File: src/rtl/register_file_32x64.sv
// 32x64 register file with one-hot write port, two registered read ports,
// same-edge write-to-read bypass, hard-wired zero top register and write statistics.
module register_file_32x64 #(
  parameter int unsigned DATA_WIDTH = 64,
  parameter int unsigned REG_COUNT  = 32,
  parameter int unsigned SEL_WIDTH  = 5
) (
  input  logic                  clock,
  input  logic                  reset,
  input  logic                  write_enable,
  input  logic [REG_COUNT-1:0]  write_onehot,
  input  logic [DATA_WIDTH-1:0] write_data,
  input  logic                  read_req,
  input  logic [SEL_WIDTH-1:0]  read_a_sel,
  input  logic [SEL_WIDTH-1:0]  read_b_sel,
  input  logic                  clear_error,
  output logic [DATA_WIDTH-1:0] read_a_data,
  output logic [DATA_WIDTH-1:0] read_b_data,
  output logic                  read_valid,
  output logic                  onehot_error,
  output logic [15:0]           write_count
);

  localparam int unsigned CNT_W = 16;
  localparam logic [SEL_WIDTH-1:0] ZERO_IDX = SEL_WIDTH'(REG_COUNT - 1);

  logic [DATA_WIDTH-1:0] rf_q [REG_COUNT];
  logic [DATA_WIDTH-1:0] read_a_data_q, read_a_data_d;
  logic [DATA_WIDTH-1:0] read_b_data_q, read_b_data_d;
  logic                  read_valid_q, read_valid_d;
  logic                  onehot_error_q, onehot_error_d;
  logic [CNT_W-1:0]      write_count_q, write_count_d;

  logic                  onehot_legal;
  logic [SEL_WIDTH-1:0]  wr_idx;
  logic                  wr_commit;

  // Decode the one-hot destination and decide whether this edge commits a write.
  always_comb begin
    onehot_legal = (write_onehot != '0) &&
                   ((write_onehot & (write_onehot - REG_COUNT'(1))) == '0);
    wr_idx = '0;
    for (int unsigned k = 0; k < REG_COUNT; k++) begin
      if (write_onehot[k]) wr_idx = wr_idx | SEL_WIDTH'(k);
    end
    wr_commit = write_enable && onehot_legal && (wr_idx != ZERO_IDX);
  end

  // Next-state for read ports, error flag and counter.
  always_comb begin
    read_a_data_d  = read_a_data_q;
    read_b_data_d  = read_b_data_q;
    read_valid_d   = read_req;
    onehot_error_d = onehot_error_q;
    write_count_d  = write_count_q;

    if (read_req) begin
      if (read_a_sel == ZERO_IDX)                  read_a_data_d = '0;
      else if (wr_commit && wr_idx == read_a_sel)  read_a_data_d = write_data;
      else                                         read_a_data_d = rf_q[read_a_sel];

      if (read_b_sel == ZERO_IDX)                  read_b_data_d = '0;
      else if (wr_commit && wr_idx == read_b_sel)  read_b_data_d = write_data;
      else                                         read_b_data_d = rf_q[read_b_sel];
    end

    // A new illegal write outranks a simultaneous clear.
    if (write_enable && !onehot_legal) onehot_error_d = 1'b1;
    else if (clear_error)              onehot_error_d = 1'b0;

    if (wr_commit && (write_count_q != '1)) write_count_d = write_count_q + CNT_W'(1);
  end

  always_ff @(posedge clock or negedge reset) begin
    if (!reset) begin
      for (int unsigned k = 0; k < REG_COUNT; k++) rf_q[k] <= '0;
      read_a_data_q  <= '0;
      read_b_data_q  <= '0;
      read_valid_q   <= 1'b0;
      onehot_error_q <= 1'b0;
      write_count_q  <= '0;
    end else begin
      for (int unsigned k = 0; k < REG_COUNT - 1; k++) begin
        if (wr_commit && write_onehot[k]) rf_q[k] <= write_data;
      end
      read_a_data_q  <= read_a_data_d;
      read_b_data_q  <= read_b_data_d;
      read_valid_q   <= read_valid_d;
      onehot_error_q <= onehot_error_d;
      write_count_q  <= write_count_d;
    end
  end

  assign read_a_data  = read_a_data_q;
  assign read_b_data  = read_b_data_q;
  assign read_valid   = read_valid_q;
  assign onehot_error = onehot_error_q;
  assign write_count  = write_count_q;

endmodule

File: config.mk
export PLATFORM = sky130hd
export DESIGN_NAME = register_file_32x64
export DESIGN_NICKNAME = d
export VERILOG_FILES = /design/src/rtl/register_file_32x64.sv
export SDC_FILE = /design/constraint.sdc
export NUM_CORES = 2
export LEC_CHECK = 0
export BUFFER_PORTS_ARGS = -buffer_cell sky130_fd_sc_hd__buf_2
export CORE_AREA = 2 2 456 458
export DETAILED_ROUTE_END_ITERATION = 7
export DIE_AREA = 0 0 458 460
export GPL_TIMING_DRIVEN = 0
export PLACE_DENSITY = 0.78
export SLEW_MARGIN = 20
export SYNTH_ARGS = -nofsm -noshare
export SYNTH_HDL_FRONTEND = slang
export SYNTH_SLANG_ARGS = --single-unit
File: constraint.sdc
create_clock -name clock -period 2.72 [get_ports clock]
set_input_delay 0.544 -clock clock [delete_from_list [all_inputs] [get_ports clock]]
set_output_delay 0.544 -clock clock [all_outputs]
set_load 0.03 [all_outputs]
After elaboration in Yosys (flattened, before gate mapping)
Index checks and enable logic that the tools add are counted.

Add/sub/neg operators: 2. $lt $le $gt $ge: 2. Equality and inequality tests: 6. Mux-type cells: 50. Bitwise operators: 3. Reduce and logical (&&, ||, !) cells: 42.

Operator list (count): 2-to-1 mux 64 bit (14); binary-select mux 64 bit (select 5 bit) (2); 2-to-1 mux 5 bit (16); logical AND 1 bit (38); bitwise AND 32 bit (1); zero test 32 bit (1); 2-to-1 mux 4 bit (8); nonzero test 32 bit (1); subtractor 32 x 1 -> 32 bit, second input constant (1); adder 16 x 1 -> 16 bit, second input constant (1); inequality test 16 bit, second input constant (1); greater-or-equal comparator 6 bit, second input constant (2); 2-to-1 mux 3 bit (4); inverter 5 -> 6 bit (2); == test 5 bit (2); == test 5 bit, second input constant (2); inequality test 5 bit, second input constant (1); 2-to-1 mux 1 bit (4); 2-to-1 mux 2 bit (2); nonzero test 2 bit (1); zero test 1 bit (1).

Bits in registers: 2130. Input port bits: 111. Output and inout bits: 146. Logic and storage cells: 141.

Longest topological paths before layout
Depth after elaboration: 39. Gate-level depth with buffers: 13.

Worst setup path after synthesis
No wires, ideal clock.

Path type: input to register. From: input port write_onehot[0]. To: register rf_q[1091] (netlist bit). Library setup time: 0.125 ns. Arrival time: 3.652 ns. Data required time: 2.595 ns. Path slack: -1.057 ns. Stages on the path: 11. Buffers on the path: 3. Cells stage by stage: nor4_2 -> nand4_1 -> or4_1 -> o31a_1 -> or4b_1 -> nor3_1 -> buf_4 -> buf_12 -> nand2_2 -> buf_6 -> mux2_4.

Word-level cells in the longest chain between the ends: 7. Elaborated cells on any way between the ends: 8. Those cells by class: add/sub (1); bitwise (1); reduce/logical (6).

RTL lines: start: declaration (RTL line 11) `input logic [REG_COUNT-1:0] write_onehot,`; subtractor 32 x 1 -> 32 bit (RTL line 41) `((write_onehot & (write_onehot - REG_COUNT'(1))) == '0);`; bitwise AND 32 bit (RTL line 41); zero test 32 bit (RTL line 41); logical AND 1 bit (*) (RTL line 40) `onehot_legal = (write_onehot != '0) &&`; logical AND 1 bit (*) (2 in series) (RTL line 46) `wr_commit = write_enable && onehot_legal && (wr_idx != ZERO_IDX);`; logical AND 1 bit (*) (RTL line 84) `if (wr_commit && write_onehot[k]) rf_q[k] <= write_data;`; end signal: indexed assignment (RTL line 84); end: declaration (RTL line 27) `logic [DATA_WIDTH-1:0] rf_q [REG_COUNT];`.

Every way passes the cells marked *; elsewhere a longest branch is shown, timed or not. A chain may end at the register's enable or synchronous reset.

Worst setup path in the final report
From: input port read_b_sel[4]. To: register read_b_data_q[61], in the netlist read_b_data[61].

Word-level cells in the longest chain between the ends: 9. Elaborated cells on any way between the ends: 12. Those cells by class: eq/ne (2); mux (8); bitwise (1); reduce/logical (1).

RTL lines: start: declaration (RTL line 15) `input logic [SEL_WIDTH-1:0] read_b_sel,`; inverter 5 -> 6 bit (not written as such) (RTL line 64) `else read_b_data_d = rf_q[read_b_sel];`; binary-select mux 64 bit (select 5 bit) (RTL line 64); 2-to-1 mux 64 bit (not written as such) (2 in series) (RTL line 64); 2-to-1 mux 64 bit (RTL line 63) `else if (wr_commit && wr_idx == read_b_sel) read_b_data_d = write_data;`; 2-to-1 mux 64 bit (RTL line 62) `if (read_b_sel == ZERO_IDX) read_b_data_d = '0;`; 2-to-1 mux 64 bit (RTL line 57) `if (read_req) begin`; 2-to-1 mux 64 bit (*) (RTL line 62); 2-to-1 mux 64 bit (*) (RTL line 57); end signal: assignment (RTL line 87) `read_b_data_q <= read_b_data_d;`; end: declaration (RTL line 29) `logic [DATA_WIDTH-1:0] read_b_data_q, read_b_data_d;`.

Every way passes the cells marked *; elsewhere a longest branch is shown, timed or not. The select of a mux whose other input is x is not followed.

==> reports/qor.csv <==
metric,value,unit
status,finished with violations,
violations,"hold timing, setup timing",
fin_setup_tns,-1070.76,ns
drt_iter0_drc,13300,
ir_drop,0.801,mV
wl,444000,µm
whs,-0.437,ns
io_pins,257,
dpl_cell_area,0.119,mm²
grt_use_total,40.8,%
pwr_density_cell,526,mW/mm²
worstPathRequired,3.48,ns
drt_pass1_iterations,8,
gp_routability_congestion,0.961,
ys_ff_latch,2130,
clock_skew,0.0519,ns
vias,82500,
swShare,25.9,%
timing.final.crit_share,127,%
drc,0,
grt_first_pass_wirelength,603000,µm
r2r_end,read_b_data[22]$_DFFE_PN0P_,
synth_xor_area_share,0.186,%
hold_buffers,33,
cts_buffers,218,
wl_met3,69400,µm
synth-edff-count,0,
top_layer_used,met5,
p_leak,63.9,nW
yosys_warnings,64,
final_area,0.133,mm²
rsz0062_at_grt,yes,
syn-num-nets,7399,
crit_end,read_b_data[61]$_DFFE_PN0P_,
multi_input_area,0.0579,mm²
tightest_slew,1.43,ns
switchingPower,18.2,mW
synth_area_per_cell,15.5,µm²
clock_power_share,46.5,%
syn_area,0.113,mm²
antenna_found_initial,41,
critPathLaunch,read_b_sel[4],
numPortBuffers,246,
fp.dieW,458,µm
layout_commonest_cell,dfrtp_1,
grt_max_degree,146,
fill_cells,13900,
yosysTopAreaCellShare,47.3,%
critPathLaunchType,input pin,
intPower,51.9,mW
clk_pin_slew,0.06,ns
clk_latency,0.94,ns
combPwrFrac,8.1,%
synthSimpleGateAreaFrac,1.42,%
synthesis.instances,7287,
min_period,3.46,ns
cts_tree,built,
cap_violations,0,
slew_headroom,4.38,%
setup_ws,-0.739,ns
endpoint_kind,register,
cts_htree_levels,4,
hold_violations,103,
regArea,0.0533,mm²
dieArea,0.211,mm²
cts_max_path_buffers,3,
r2r_start,rf_q[1750]$_DFFE_PN0P_,
max_freq,289,MHz
cts_root_buf,clkbuf_16,
grt_pass1_vias,81600,
synth_compound_area_share,3.15,%
fin_nets,8085,
synthAdderAreaFrac,0.0200,%
p_seq_share,45.3,%
final_cell_mix,"dfrtp_1, mux4_2, mux2_1",
synth_top_family_by_area,multiplexers,
grt.overflow.total,0,
r2r_cells,7,
synth_area_leaders,"dfrtp_1, mux4_2, mux2_1, mux2_2, mux2i_1",
critical_path_class,in2reg,
drtAntennaViolNets,0,
r2r_slack,0.34,ns
total_power,70.1,mW
setup_viol,2127,
yosysTopAreaCell,dfrtp_1,
die-height,460,µm
vias_per_cell,7.57,
coreArea,0.206,mm²
async_reset_ff_share,100,%
wl_met2,186000,µm
layout-drive-gt1-share,43.3,%
clock-sinks,2130,
wl_met1,146000,µm
drv_slew,0,
syn2layout_area_growth,18.2,%
start_util,54.8,%
wl_per_cell,40.7,µm
synth_cell_type_count,62,
placementRows,167,
muxShareOfSynthArea,44.7,%
synth_ff_type,dfrtp_1,
hold_path.class,in2async,
hpwl,278000,µm
arrival,4.22,ns
critPathMaxFanout,10,
yosysSeqAreaShare,47.3,%
[synthesized netlist by cell type, drive strengths merged, types with 2 or more instances]
| cell type | number |
|---|---|
| nand2 | 117 |
| inv | 123 |
| nor2b | 60 |
| dfrtp | 2130 |
| and3 | 4 |
| o2bb2ai | 63 |
| mux2 | 2055 |
| nor2 | 41 |
| mux2i | 270 |
| nand2b | 3 |
| mux4 | 1079 |
| nor4 | 20 |
| o32ai | 2 |
| o22ai | 74 |
| nor3 | 4 |
| a21oi | 65 |
| or2 | 2 |
| clkbuf | 499 |
| o21ai | 190 |
| nor3b | 3 |
| o2111ai | 56 |
| or3 | 5 |
| o31ai | 3 |
| a211oi | 2 |
| xor2 | 14 |
| xnor2 | 10 |
| nand3 | 12 |
| nand4 | 13 |
| a31oi | 7 |
| a211o | 55 |
| or4 | 5 |
| o41ai | 4 |
| o221ai | 9 |
| buf | 272 |
[area by class of cell]
| class | count | share of cell area, % |
|---|---|---|
| clock inverters | 90 | 0.909 |
| repair buffers | 456 | 3.59 |
| clock buffers | 320 | 4.82 |
| flip-flops and latches | 2130 | 40.0 |
| diodes | 41 | 0.0769 |
| inverters | 123 | 0.346 |
| well taps | 2704 | 2.54 |
| plain buffers | 770 | 4.37 |
| multi-input cells | 4274 | 43.4 |
[power by group through the flow]
stage	sequential, mW	clock, mW	combinational, mW
2_1_floorplan	32.5	0	2.14
3_3_place_gp	32.4	0	4.69
3_5_place_dp	32.4	0	5.06
4_1_cts	31.8	32.3	5.36
5_1_grt	31.8	33.6	5.78
6_report	31.8	32.6	5.71
[worst min-delay path by stage]
stage | from | cells after the start | endpoint | slack, ns
finish | reset | 1 | read_a_data[49]$_DFFE_PN0P_ | -0.44
global route | reset | 1 | read_a_data[49]$_DFFE_PN0P_ | -0.35
CTS | reset | 1 | read_a_data[49]$_DFFE_PN0P_ | -0.37
detailed placement | read_a_data[5]$_DFFE_PN0P_ | 1 | read_a_data[5]$_DFFE_PN0P_ | 0.47
global placement | read_a_data[41]$_DFFE_PN0P_ | 1 | read_a_data[41]$_DFFE_PN0P_ | 0.46
floorplan | reset | 0 | onehot_error$_DFFE_PN0P_ | 0.25
[worst max-delay path: stages]
cell	delay (ns)
clkbuf_2	0.42
clkbuf_4	0.47
clkbuf_2	0.34
buf_16	0.25
clkdlybuf4s15_1	0.85
a211o_1	0.55
o2111ai_1	0.11
o21ai_0	0.18
mux2i_4	0.32
o22ai_1	0.11
[kinds of logic (layout without fill, tap and decap cells)]
family,Yosys count,in the layout
AOI/OAI and AO/OA,539,539
xor gates and xnor gates,24,24
adders and majority gates,2,2
buffers and inverters,894,1759
DFF,2130,2130
muxes,3404,3404
other,0,41
and+or+nand+nor,294,305
[flip-flops by register name (all words and copies together), names as in the netlist]
name and flops:
onehot_error 1, read_a_data 64, read_b_data 64, read_valid 1, rf_q 1984, write_count 16
[what timing repair did]
action,in CTS,in global routing
hold endpoints to repair,164,100
pin swaps,20,9
gates resized for setup,916,248
setup endpoints to repair,2364,2601
cloned,22,41
buffers inserted,63,32
[routing by layer]
metal,vias to the layer above,track usage (%)
li1,29700,-
met1,42800,48.9
met2,7650,57.3
met3,2359,19.8
met4,34,29.5
met5,-,0.804
[through the flow]
stage,instances,util [%],worst slack [ns],hold WS [ns]
finish,10900,64.7,-0.739,-0.437
global route,10900,64.7,-0.693,-0.350
CTS,10800,63.6,-0.469,-0.369
detailed placement,10300,57.6,-3.78,0.468
global placement,10200,57.2,-44.97,0.464
floorplan,7287,-,-0.911,0.248
Note: power is estimated with default switching activity, not from simulation.
